<file path="src/rtl/u712_chipram_arbiter.sv">
// Chip RAM SDRAM arbiter: grants one of Agnus DMA, CPU or auto-refresh at a time,
// enforces a precharge gap after each cycle and owns the refresh interval timer.
module u712_chipram_arbiter #(
  parameter int REF_PERIOD   = 600,
  parameter int REF_DEBT_MAX = 3,
  parameter int GAP_CYCLES   = 2
) (
  input  logic       i_clk80,
  input  logic       i_reset,
  input  logic       i_dma_req,
  input  logic       i_dma_pending,
  input  logic       i_cpu_req,
  input  logic       i_cpu_burst,
  input  logic       i_cycle_done,
  output logic       o_gnt_dma,
  output logic       o_gnt_cpu,
  output logic       o_gnt_ref,
  output logic       o_start,
  output logic       o_cpu_ack,
  output logic       o_burst_ok,
  output logic [1:0] o_ref_debt,
  output logic       o_ref_overrun,
  output logic       o_busy
);

  localparam int CNT_W = $clog2(REF_PERIOD);
  localparam int GAP_W = 3;
  localparam logic [1:0] DEBT_MAX = 2'(REF_DEBT_MAX);

  typedef enum logic [2:0] {S_IDLE, S_DMA, S_CPU, S_REF, S_GAP} state_t;

  state_t             r_state;
  state_t             w_state_next;
  logic [GAP_W-1:0]   r_gap_cnt;
  logic [GAP_W-1:0]   w_gap_cnt_next;
  logic [CNT_W-1:0]   r_ref_cnt;
  logic [1:0]         r_ref_debt;
  logic               r_ref_overrun;
  logic               r_gnt_dma;
  logic               r_gnt_cpu;
  logic               r_gnt_ref;
  logic               r_start;
  logic               r_cpu_ack;
  logic               r_burst_ok;
  logic               r_busy;
  logic               w_tick;
  logic               w_grant;
  logic               w_ref_start;

  always_comb begin
    w_state_next   = r_state;
    w_gap_cnt_next = r_gap_cnt;
    case (r_state)
      S_IDLE: begin
        // Urgent refresh outranks CPU and ignores DMA_PENDING; only a real DMA beats it
        if (i_dma_req)                                      w_state_next = S_DMA;
        else if (r_ref_debt == DEBT_MAX)                    w_state_next = S_REF;
        else if (i_cpu_req && !i_dma_pending)               w_state_next = S_CPU;
        else if (r_ref_debt != 2'd0 && !i_dma_pending && !i_cpu_req)
                                                            w_state_next = S_REF;
      end
      S_DMA, S_CPU, S_REF: begin
        if (i_cycle_done) begin
          w_state_next   = S_GAP;
          w_gap_cnt_next = GAP_W'(GAP_CYCLES - 1);
        end
      end
      S_GAP: begin
        if (r_gap_cnt == '0) w_state_next   = S_IDLE;
        else                 w_gap_cnt_next = r_gap_cnt - GAP_W'(1);
      end
      default: w_state_next = S_IDLE;
    endcase
  end

  assign w_grant     = (r_state == S_IDLE) && (w_state_next != S_IDLE);
  assign w_ref_start = (r_state == S_IDLE) && (w_state_next == S_REF);
  assign w_tick      = (r_ref_cnt == CNT_W'(REF_PERIOD - 1));

  always_ff @(posedge i_clk80) begin
    if (i_reset) begin
      r_state       <= S_IDLE;
      r_gap_cnt     <= '0;
      r_ref_cnt     <= '0;
      r_ref_debt    <= 2'd0;
      r_ref_overrun <= 1'b0;
      r_gnt_dma     <= 1'b0;
      r_gnt_cpu     <= 1'b0;
      r_gnt_ref     <= 1'b0;
      r_start       <= 1'b0;
      r_cpu_ack     <= 1'b0;
      r_burst_ok    <= 1'b0;
      r_busy        <= 1'b0;
    end else begin
      r_state   <= w_state_next;
      r_gap_cnt <= w_gap_cnt_next;
      r_ref_cnt <= w_tick ? '0 : r_ref_cnt + CNT_W'(1);

      if (w_tick && r_ref_debt == DEBT_MAX) r_ref_overrun <= 1'b1;
      // A tick coinciding with a refresh start cancels out
      if (w_tick && !w_ref_start && r_ref_debt != DEBT_MAX)
        r_ref_debt <= r_ref_debt + 2'd1;
      else if (!w_tick && w_ref_start)
        r_ref_debt <= r_ref_debt - 2'd1;

      r_gnt_dma <= (w_state_next == S_DMA);
      r_gnt_cpu <= (w_state_next == S_CPU);
      r_gnt_ref <= (w_state_next == S_REF);
      r_start   <= w_grant;
      r_cpu_ack <= w_grant && (w_state_next == S_CPU);
      r_busy    <= (w_state_next != S_IDLE);

      // Once DMA is imminent the burst is cut short for the rest of this grant
      if (w_grant && w_state_next == S_CPU)
        r_burst_ok <= i_cpu_burst && !i_dma_pending;
      else if (w_state_next != S_CPU || i_dma_pending)
        r_burst_ok <= 1'b0;
    end
  end

  assign o_gnt_dma     = r_gnt_dma;
  assign o_gnt_cpu     = r_gnt_cpu;
  assign o_gnt_ref     = r_gnt_ref;
  assign o_start       = r_start;
  assign o_cpu_ack     = r_cpu_ack;
  assign o_burst_ok    = r_burst_ok;
  assign o_ref_debt    = r_ref_debt;
  assign o_ref_overrun = r_ref_overrun;
  assign o_busy        = r_busy;

endmodule

</file>
<file path="config.mk">
export PLATFORM = sky130hd
export DESIGN_NAME = u712_chipram_arbiter
export DESIGN_NICKNAME = d
export VERILOG_FILES = /design/src/rtl/u712_chipram_arbiter.sv
export SDC_FILE = /design/constraint.sdc
export NUM_CORES = 1
export LEC_CHECK = 0
export CAP_MARGIN = 20
export CORE_ASPECT_RATIO = 1.1
export CORE_MARGIN = 2
export CORE_UTILIZATION = 45
export CTS_CLUSTER_SIZE = 14
export DETAILED_ROUTE_END_ITERATION = 6
export GPL_TIMING_DRIVEN = 0
export PLACE_DENSITY = 0.74
export SLEW_MARGIN = 40
export SYNTH_ARGS = -nofsm -noshare
export SYNTH_HDL_FRONTEND = slang
export SYNTH_SLANG_ARGS = --single-unit
</file>
<file path="constraint.sdc">
create_clock -name i_clk80 -period 4.2 [get_ports i_clk80]
set_input_delay 0.42 -clock i_clk80 [delete_from_list [all_inputs] [get_ports i_clk80]]
set_output_delay 0.42 -clock i_clk80 [all_outputs]
set_load 0.01 [all_outputs]
</file>
* Yosys cells after proc, flatten, opt, wreduce, memory -nomap -nowiden
Index checks and enable logic that the tools add are counted.
** Operators by class
- Reduce and logical (&&, ||, !) cells :: 26
- Add/subtract/negate cells :: 4
- Multiplexer cells :: 14
- Equality and inequality tests :: 13
** Operators with widths (count)
- $mux 3 :: 8
- $eq 3x2->1 const B :: 4
- $logic_and 1x1->1 :: 11
- $add 10x1->10 const B :: 1
- $eq 10x10->1 const B :: 1
- $pmux 3 s3 :: 1
- $reduce_bool 2->1 :: 4
- $eq 3x1->1 const B :: 2
- $logic_not 3->1 :: 2
- $ne 2x2->1 const B :: 3
- $pmux 3 s2 :: 1
- $logic_not 1->1 :: 4
- $mux 2 :: 2
- $eq 3x3->1 const B :: 1
- $ne 3x2->1 const B :: 1
- $reduce_and 3->1 :: 1
- $reduce_bool 3->1 :: 1
- $reduce_or 3->1 :: 1
- $sub 3x1->3 const B :: 1
- $add 2x1->2 const B :: 1
- $eq 2x2->1 const B :: 1
- $mux 1 :: 2
- $reduce_or 2->1 :: 1
- $sub 2x1->2 const B :: 1
- $logic_or 1x1->1 :: 1
** Storage, ports and cells
- Bits of input ports :: 7
- Output and inout port bits :: 10
- Flip-flop bits (word level) :: 26
- Word-level logic and storage cells :: 69

* Logic depth before layout (Yosys ltp)
- Word-level depth :: 14
- Mapped depth :: 7
- Mapped depth without buffers :: 7

* Worst setup path before layout
No wires, ideal clock.
- Kind :: reg2reg
- Start :: register r_state[1]
- End :: register r_ref_debt[0], in the netlist o_ref_debt[0]
- Slack :: 2.303 ns
- Period minus slack after synthesis :: 1.897 ns
- Library setup time :: 0.060 ns
- Arrival :: 1.837 ns
- Required time :: 4.140 ns
- Stages on the path, launching flop included :: 6
- Buffers on the path :: 0
- Path through :: dfxtp_1 or3_4 a2111o_1 or3_4 a211o_1 nand2_1
** Between the ends
- Word-level cells in the longest chain between the ends :: 11
- Elaborated cells between the ends (all ways) :: 21
- Those cells by class :: eq/ne: 5; mux: 8; reduce/logical: 8
** RTL lines
- start: declaration :: RTL line 32 : state_t r_state;
- start signal: assignment :: RTL line 95 : r_state <= w_state_next;
- $mux 3 :: RTL line 59 : else if (r_ref_debt != 2'd0 && !i_dma_pending && !i_cpu_req)
- $mux 3 :: RTL line 58 : else if (i_cpu_req && !i_dma_pending) w_state_next = S_CPU;
- $mux 3 :: RTL line 57 : else if (r_ref_debt == DEBT_MAX) w_state_next = S_REF;
- $mux 3 :: RTL line 56 : if (i_dma_req) w_state_next = S_DMA;
- $pmux 3 s3 :: RTL line 53 : case (r_state)
- $eq 3x2->1 :: RTL line 77 : assign w_ref_start = (r_state == S_IDLE) && (w_state_next == S_REF);
- $logic_and 1x1->1 (*) :: RTL line 77
- $logic_not 1->1 :: RTL line 101 : if (w_tick && !w_ref_start && r_ref_debt != DEBT_MAX)
- $logic_and 1x1->1 (2 in a row) :: RTL line 101
- $mux 2 or $reduce_bool 2->1 (tied branches)
- end signal: assignment :: RTL line 102 : r_ref_debt <= r_ref_debt + 2'd1;
- end signal: assignment :: RTL line 104 : r_ref_debt <= r_ref_debt - 2'd1;
- end: declaration :: RTL line 37 : logic [1:0] r_ref_debt;
Every way passes the cells marked *; elsewhere a longest branch is shown, timed or not.
A chain may end at the register's enable or synchronous reset.

* Final worst setup path
- Start :: input i_dma_pending
- End :: register r_burst_ok, in the netlist o_burst_ok
** Between the ends
- Word-level cells in the longest chain between the ends :: 12
- Elaborated cells between the ends (all ways) :: 18
- Those cells by class :: eq/ne: 2; mux: 6; reduce/logical: 10
** RTL lines
- start: declaration :: RTL line 11 : input logic i_dma_pending,
- $logic_not 1->1 :: RTL line 58, 59, 115
- $logic_and 1x1->1 (2 in a row) :: RTL line 59
- $mux 3 :: RTL line 59
- $mux 3 :: RTL line 58
- $mux 3 :: RTL line 57
- $mux 3 :: RTL line 56
- $pmux 3 s3 :: RTL line 53
- $reduce_bool 3->1 :: RTL line 76 : assign w_grant = (r_state == S_IDLE) && (w_state_next != S_IDLE);
- $logic_and 1x1->1 :: RTL line 76
- $logic_and 1x1->1 :: RTL line 114 : if (w_grant && w_state_next == S_CPU)
- $mux 1 or $reduce_bool 2->1 (tied branches)
- end signal: assignment :: RTL line 115 : r_burst_ok <= i_cpu_burst && !i_dma_pending;
- end: declaration :: RTL line 44 : logic r_burst_ok;
Parallel ways exist; a longest one is shown, timed or not.

==> flow_summary.rst <==
.. list-table::
   :header-rows: 1

   * - Metric
     - Value
   * - Count of inserted antenna diode cells
     - 0
   * - Antenna violations before repair
     - 0
   * - Number of gates resized after cts
     - 0
   * - FF+latch count, synth
     - 26
   * - Setup crit end kind
     - flop
   * - Number of nets at the end of the flow
     - 160
   * - Critical Path Max Stage Delay
     - 500 ps
   * - Detailed-router iteration count before antenna repair
     - 4
   * - Reg2reg path depth
     - 5
   * - Fraction of power consumed by combinational cells
     - 14.4%
   * - Share of total power in sequential cells
     - 58.2%
   * - Count of standard-cell rows
     - 19
   * - Slew at the pin with the worst max-slew slack
     - 541 ps
   * - Most common cell after layout, fill and taps aside
     - sky130_fd_sc_hd__dfxtp_1
   * - Die span in x
     - 52.3 um
   * - Hold Path Sink
     - r_ref_cnt[0]
   * - Chain of cells forming the critical path
     - clkdlybuf4s50_1 > o21bai_1 > a2111o_1 > o221a_2 > mux2_4 > a211oi_2
   * - Number of standard cells after synthesis
     - 129
   * - Required time of the critical path
     - 4450 ps
   * - Commonest cells after routing, fill and taps aside
     - 26 x sky130_fd_sc_hd__dfxtp_1, 20 x sky130_fd_sc_hd__nor2_1, 16 x sky130_fd_sc_hd__clkdlybuf4s50_1
   * - Number of buffer and inverter stages on the critical path
     - 1
   * - Routed via count
     - 967
   * - Num CTS Buffers
     - 3
   * - Maximum number of pins on one net before global-route repair
     - 15
   * - Global-route usage over all layers
     - 15.8%
   * - Power per cell area
     - 328 mW/mm^2
   * - Clock tree buffer depth
     - 2
   * - Total of hold buffers inserted after clock tree synthesis
     - 0
   * - RR Startpoint
     - r_state[1]
   * - Final-report hold violation count
     - 0
   * - Hold WS
     - 458 ps
   * - P&R area growth vs syn
     - 20.4%
   * - IO Port Bufs
     - 16
   * - Worst vdd rail ir drop
     - 0.218 mV
   * - Setup TNS Final
     - 0 ps
   * - Final estimated routing congestion in global placement
     - 0.797
   * - Count of antenna-violating nets left after detailed routing
     - 0
   * - Largest fanout of any net on the critical path
     - 6
   * - Clock share of power
     - 27.4%
   * - Slowest cell on the critical path
     - sky130_fd_sc_hd__clkdlybuf4s50_1
   * - Launching element type of the critical path
     - input port
   * - Effective utilization at floorplan
     - 46.7%
   * - Share of layout cells above drive strength 1
     - 8.72%
   * - Per-cell via count in the routed design
     - 5.37
   * - DRC
     - 0
   * - Sequential fraction of the synthesis area
     - 45.1%
   * - Worst Hold Path Cells
     - 1
   * - Fill count
     - 247
   * - DR WL/cell
     - 11.4 um
   * - Number of nets produced by synthesis
     - 139
   * - H-Tree Level Count
     - 1
   * - Remaining global-route overflow
     - 0
   * - Clock transition time at the flip-flop clock pins of the worst setup and hold paths
     - 130 ps
   * - Setup violations, final
     - 0
   * - Worst min-delay path class
     - flop to flop
   * - Crit share post-route
     - 49.3%
   * - Synth unique cells
     - 36
   * - Worst slew slack as a fraction of its limit
     - 63.0%
   * - Setup repair after global routing missed its margin
     - false
   * - Final WL
     - 2050 um
   * - Half-perimeter wire length of the detailed placement result
     - 1590 um
   * - Leakage Power
     - 0.000519 uW
   * - Data arrival time at the worst-slack endpoint
     - 2320 ps
   * - Via count of the first global-routing pass
     - 923
   * - Worst setup path category
     - input port to flop
   * - Clock insertion delay at the later pin of the skew report
     - 320 ps
   * - TritonCTS clock tree
     - done
   * - Area of the placeable core
     - 0.00247 sq mm
   * - Shortest clock period the worst path allows after layout
     - 2070 ps
   * - RR Endpoint
     - o_burst_ok
   * - Launch point of the worst path
     - i_dma_pending
   * - Switching pwr
     - 112 uW
   * - R2R setup slack
     - 2170 ps
   * - Delay-heaviest family, CP
     - compound AO/OA/AOI/OAI gates
   * - Total number of yosys warnings
     - 0
   * - Internal power
     - 343 uW
   * - Top-Level Pins
     - 17
   * - Pins over their slew limit
     - 0
   * - Syn avg cell area
     - 8.94 sq um
   * - Netlist area before placement
     - 0.00115 sq mm
   * - Highest Clock Rate
     - 483 MHz
   * - Buffer cell driving the clock tree root
     - sky130_fd_sc_hd__clkbuf_4
   * - Status
     - finished, final reports clean
   * - Global-route wire length before repair
     - 3570 um
   * - Switching power share of the total
     - 24.5%
   * - Max capacitance violation total
     - 0
   * - Clock sink count
     - 26
   * - Die Area
     - 0.00299 sq mm
   * - Startpoint of the most critical hold path
     - r_ref_cnt[0]
   * - Die span in y
     - 57.1 um
   * - Worst Skew
     - 1.44 ps
   * - Post-CTS setup buffer count
     - 0
   * - Drt initial violations
     - 8
## sequential cells by signal, indices dropped and copies added (netlist names)
register / count
r_ref_cnt: 10
o_gnt_cpu: 1
o_gnt_ref: 1
o_ref_overrun: 1
o_cpu_ack: 1
o_start: 1
o_busy: 1
o_ref_debt: 2
o_burst_ok: 1
r_gap_cnt: 3
r_state: 3
o_gnt_dma: 1
## worst reg2reg max path: cells and delay by family, from the launching register on
kind / cells / cell delay, ps
AOI/OAI and AO/OA: 3 / 840
DFF: 1 / 390
and+or+nand+nor: 1 / 430
muxes: 1 / 310
## how the worst max path moves through the flow
stage / endpoint / slack, ps / cells past startpoint
floorplan: o_ref_debt[0] / 2300 / 5
global placement: o_ref_debt[0] / 1810 / 6
detailed placement: o_burst_ok / 1800 / 6
CTS: o_burst_ok / 2130 / 6
global route: o_ref_debt[1] / 1970 / 5
finish: o_burst_ok / 2130 / 6
## metrics by stage
stage                     instance area, sq um  power, uW  std cells  setup WS (ps)  utilization (%)
after floorplan                           1150        312        129           2300                -
after global placement                    1350        334        176           1810             54.7
after detailed placement                  1350        336        176           1800             54.7
after CTS                                 1390        458        180           2130             56.2
after global routing                      1390        478        180           1970             56.2
final                                     1390        455        180           2130             56.2
## per-layer routing
metal	track usage [%]	up-vias	share of wire, %
met4	6.96	0	1.9
met3	2.88	5	5.1
li1	-	492	-
met5	0	-	0
met1	15.8	450	42
met2	30.6	20	51
## cells by family (layout without fill, tap and decap cells)
kind of cell	count (synthesis)	count (layout)	synth area share, %
simple gates	54	54	23.2
flops	26	26	45.1
compound gates	24	24	15.3
buf+inv	10	30	3.25
xor+xnor	9	9	6.83
fa+ha+maj	3	3	3.25
mux	3	3	3.04
## power groups by stage
stage	sequential (uW)	clock (uW)	combinational, uW
5_1_grt	266	137	75.4
4_1_cts	265	127	66.0
6_report	265	125	65.6
3_5_place_dp	270	0	65.7
3_3_place_gp	269	0	64.3
2_1_floorplan	270	0	41.7
## cell type report
cell class                      instances  area, sq um  share of cell area [%]
Clock buffer                            4         36.3                    2.61
Inverter                                8         30.0                    2.16
Sequential cell                        26          520                    37.5
Buffer                                  2         7.51                   0.541
Timing Repair Buffer                   16          160                    11.5
Multi-Input combinational cell         93          596                    42.9
Tap cell                               31         38.8                    2.79
## synthesized netlist by cell type
library cell                instances  area share [%]
sky130_fd_sc_hd__a211oi_2           1             1.1
sky130_fd_sc_hd__a31oi_1            1            0.54
sky130_fd_sc_hd__o221a_2            1            0.98
sky130_fd_sc_hd__ha_1               3             3.3
sky130_fd_sc_hd__nand2_1           11             3.6
sky130_fd_sc_hd__nor2b_1            2             1.1
sky130_fd_sc_hd__a211oi_1           3             2.0
sky130_fd_sc_hd__nor4_1             1            0.54
sky130_fd_sc_hd__o22ai_1            2             1.1
sky130_fd_sc_hd__nand3_1            5             2.2
sky130_fd_sc_hd__clkbuf_1           2            0.65
sky130_fd_sc_hd__xor2_1             5             3.8
sky130_fd_sc_hd__nor2_1            20             6.5
sky130_fd_sc_hd__inv_1              8             2.6
sky130_fd_sc_hd__o21bai_1           2             1.3
sky130_fd_sc_hd__o21ai_0            2            0.87
sky130_fd_sc_hd__xnor2_1            4             3.0
sky130_fd_sc_hd__and3_1             1            0.54
sky130_fd_sc_hd__a2111oi_0          1            0.76
sky130_fd_sc_hd__nor3_1             3             1.3
sky130_fd_sc_hd__and2_1             2             1.1
sky130_fd_sc_hd__or3_4              2             2.0
sky130_fd_sc_hd__o2111ai_1          1            0.76
sky130_fd_sc_hd__dfxtp_1           26              45
sky130_fd_sc_hd__a21bo_2            1            0.87
sky130_fd_sc_hd__a21oi_1            6             2.6
sky130_fd_sc_hd__mux2_4             1             1.3
sky130_fd_sc_hd__a211o_1            1            0.76
sky130_fd_sc_hd__or4_1              1            0.65
sky130_fd_sc_hd__or3b_2             1            0.76
sky130_fd_sc_hd__mux2i_1            2             1.7
sky130_fd_sc_hd__nor3b_1            2             1.3
sky130_fd_sc_hd__or2_2              2             1.1
sky130_fd_sc_hd__a2bb2oi_1          1            0.76
sky130_fd_sc_hd__a2111o_1           1            0.98
sky130_fd_sc_hd__and2b_1            1            0.65
Note: power is estimated with default switching activity, not from simulation.
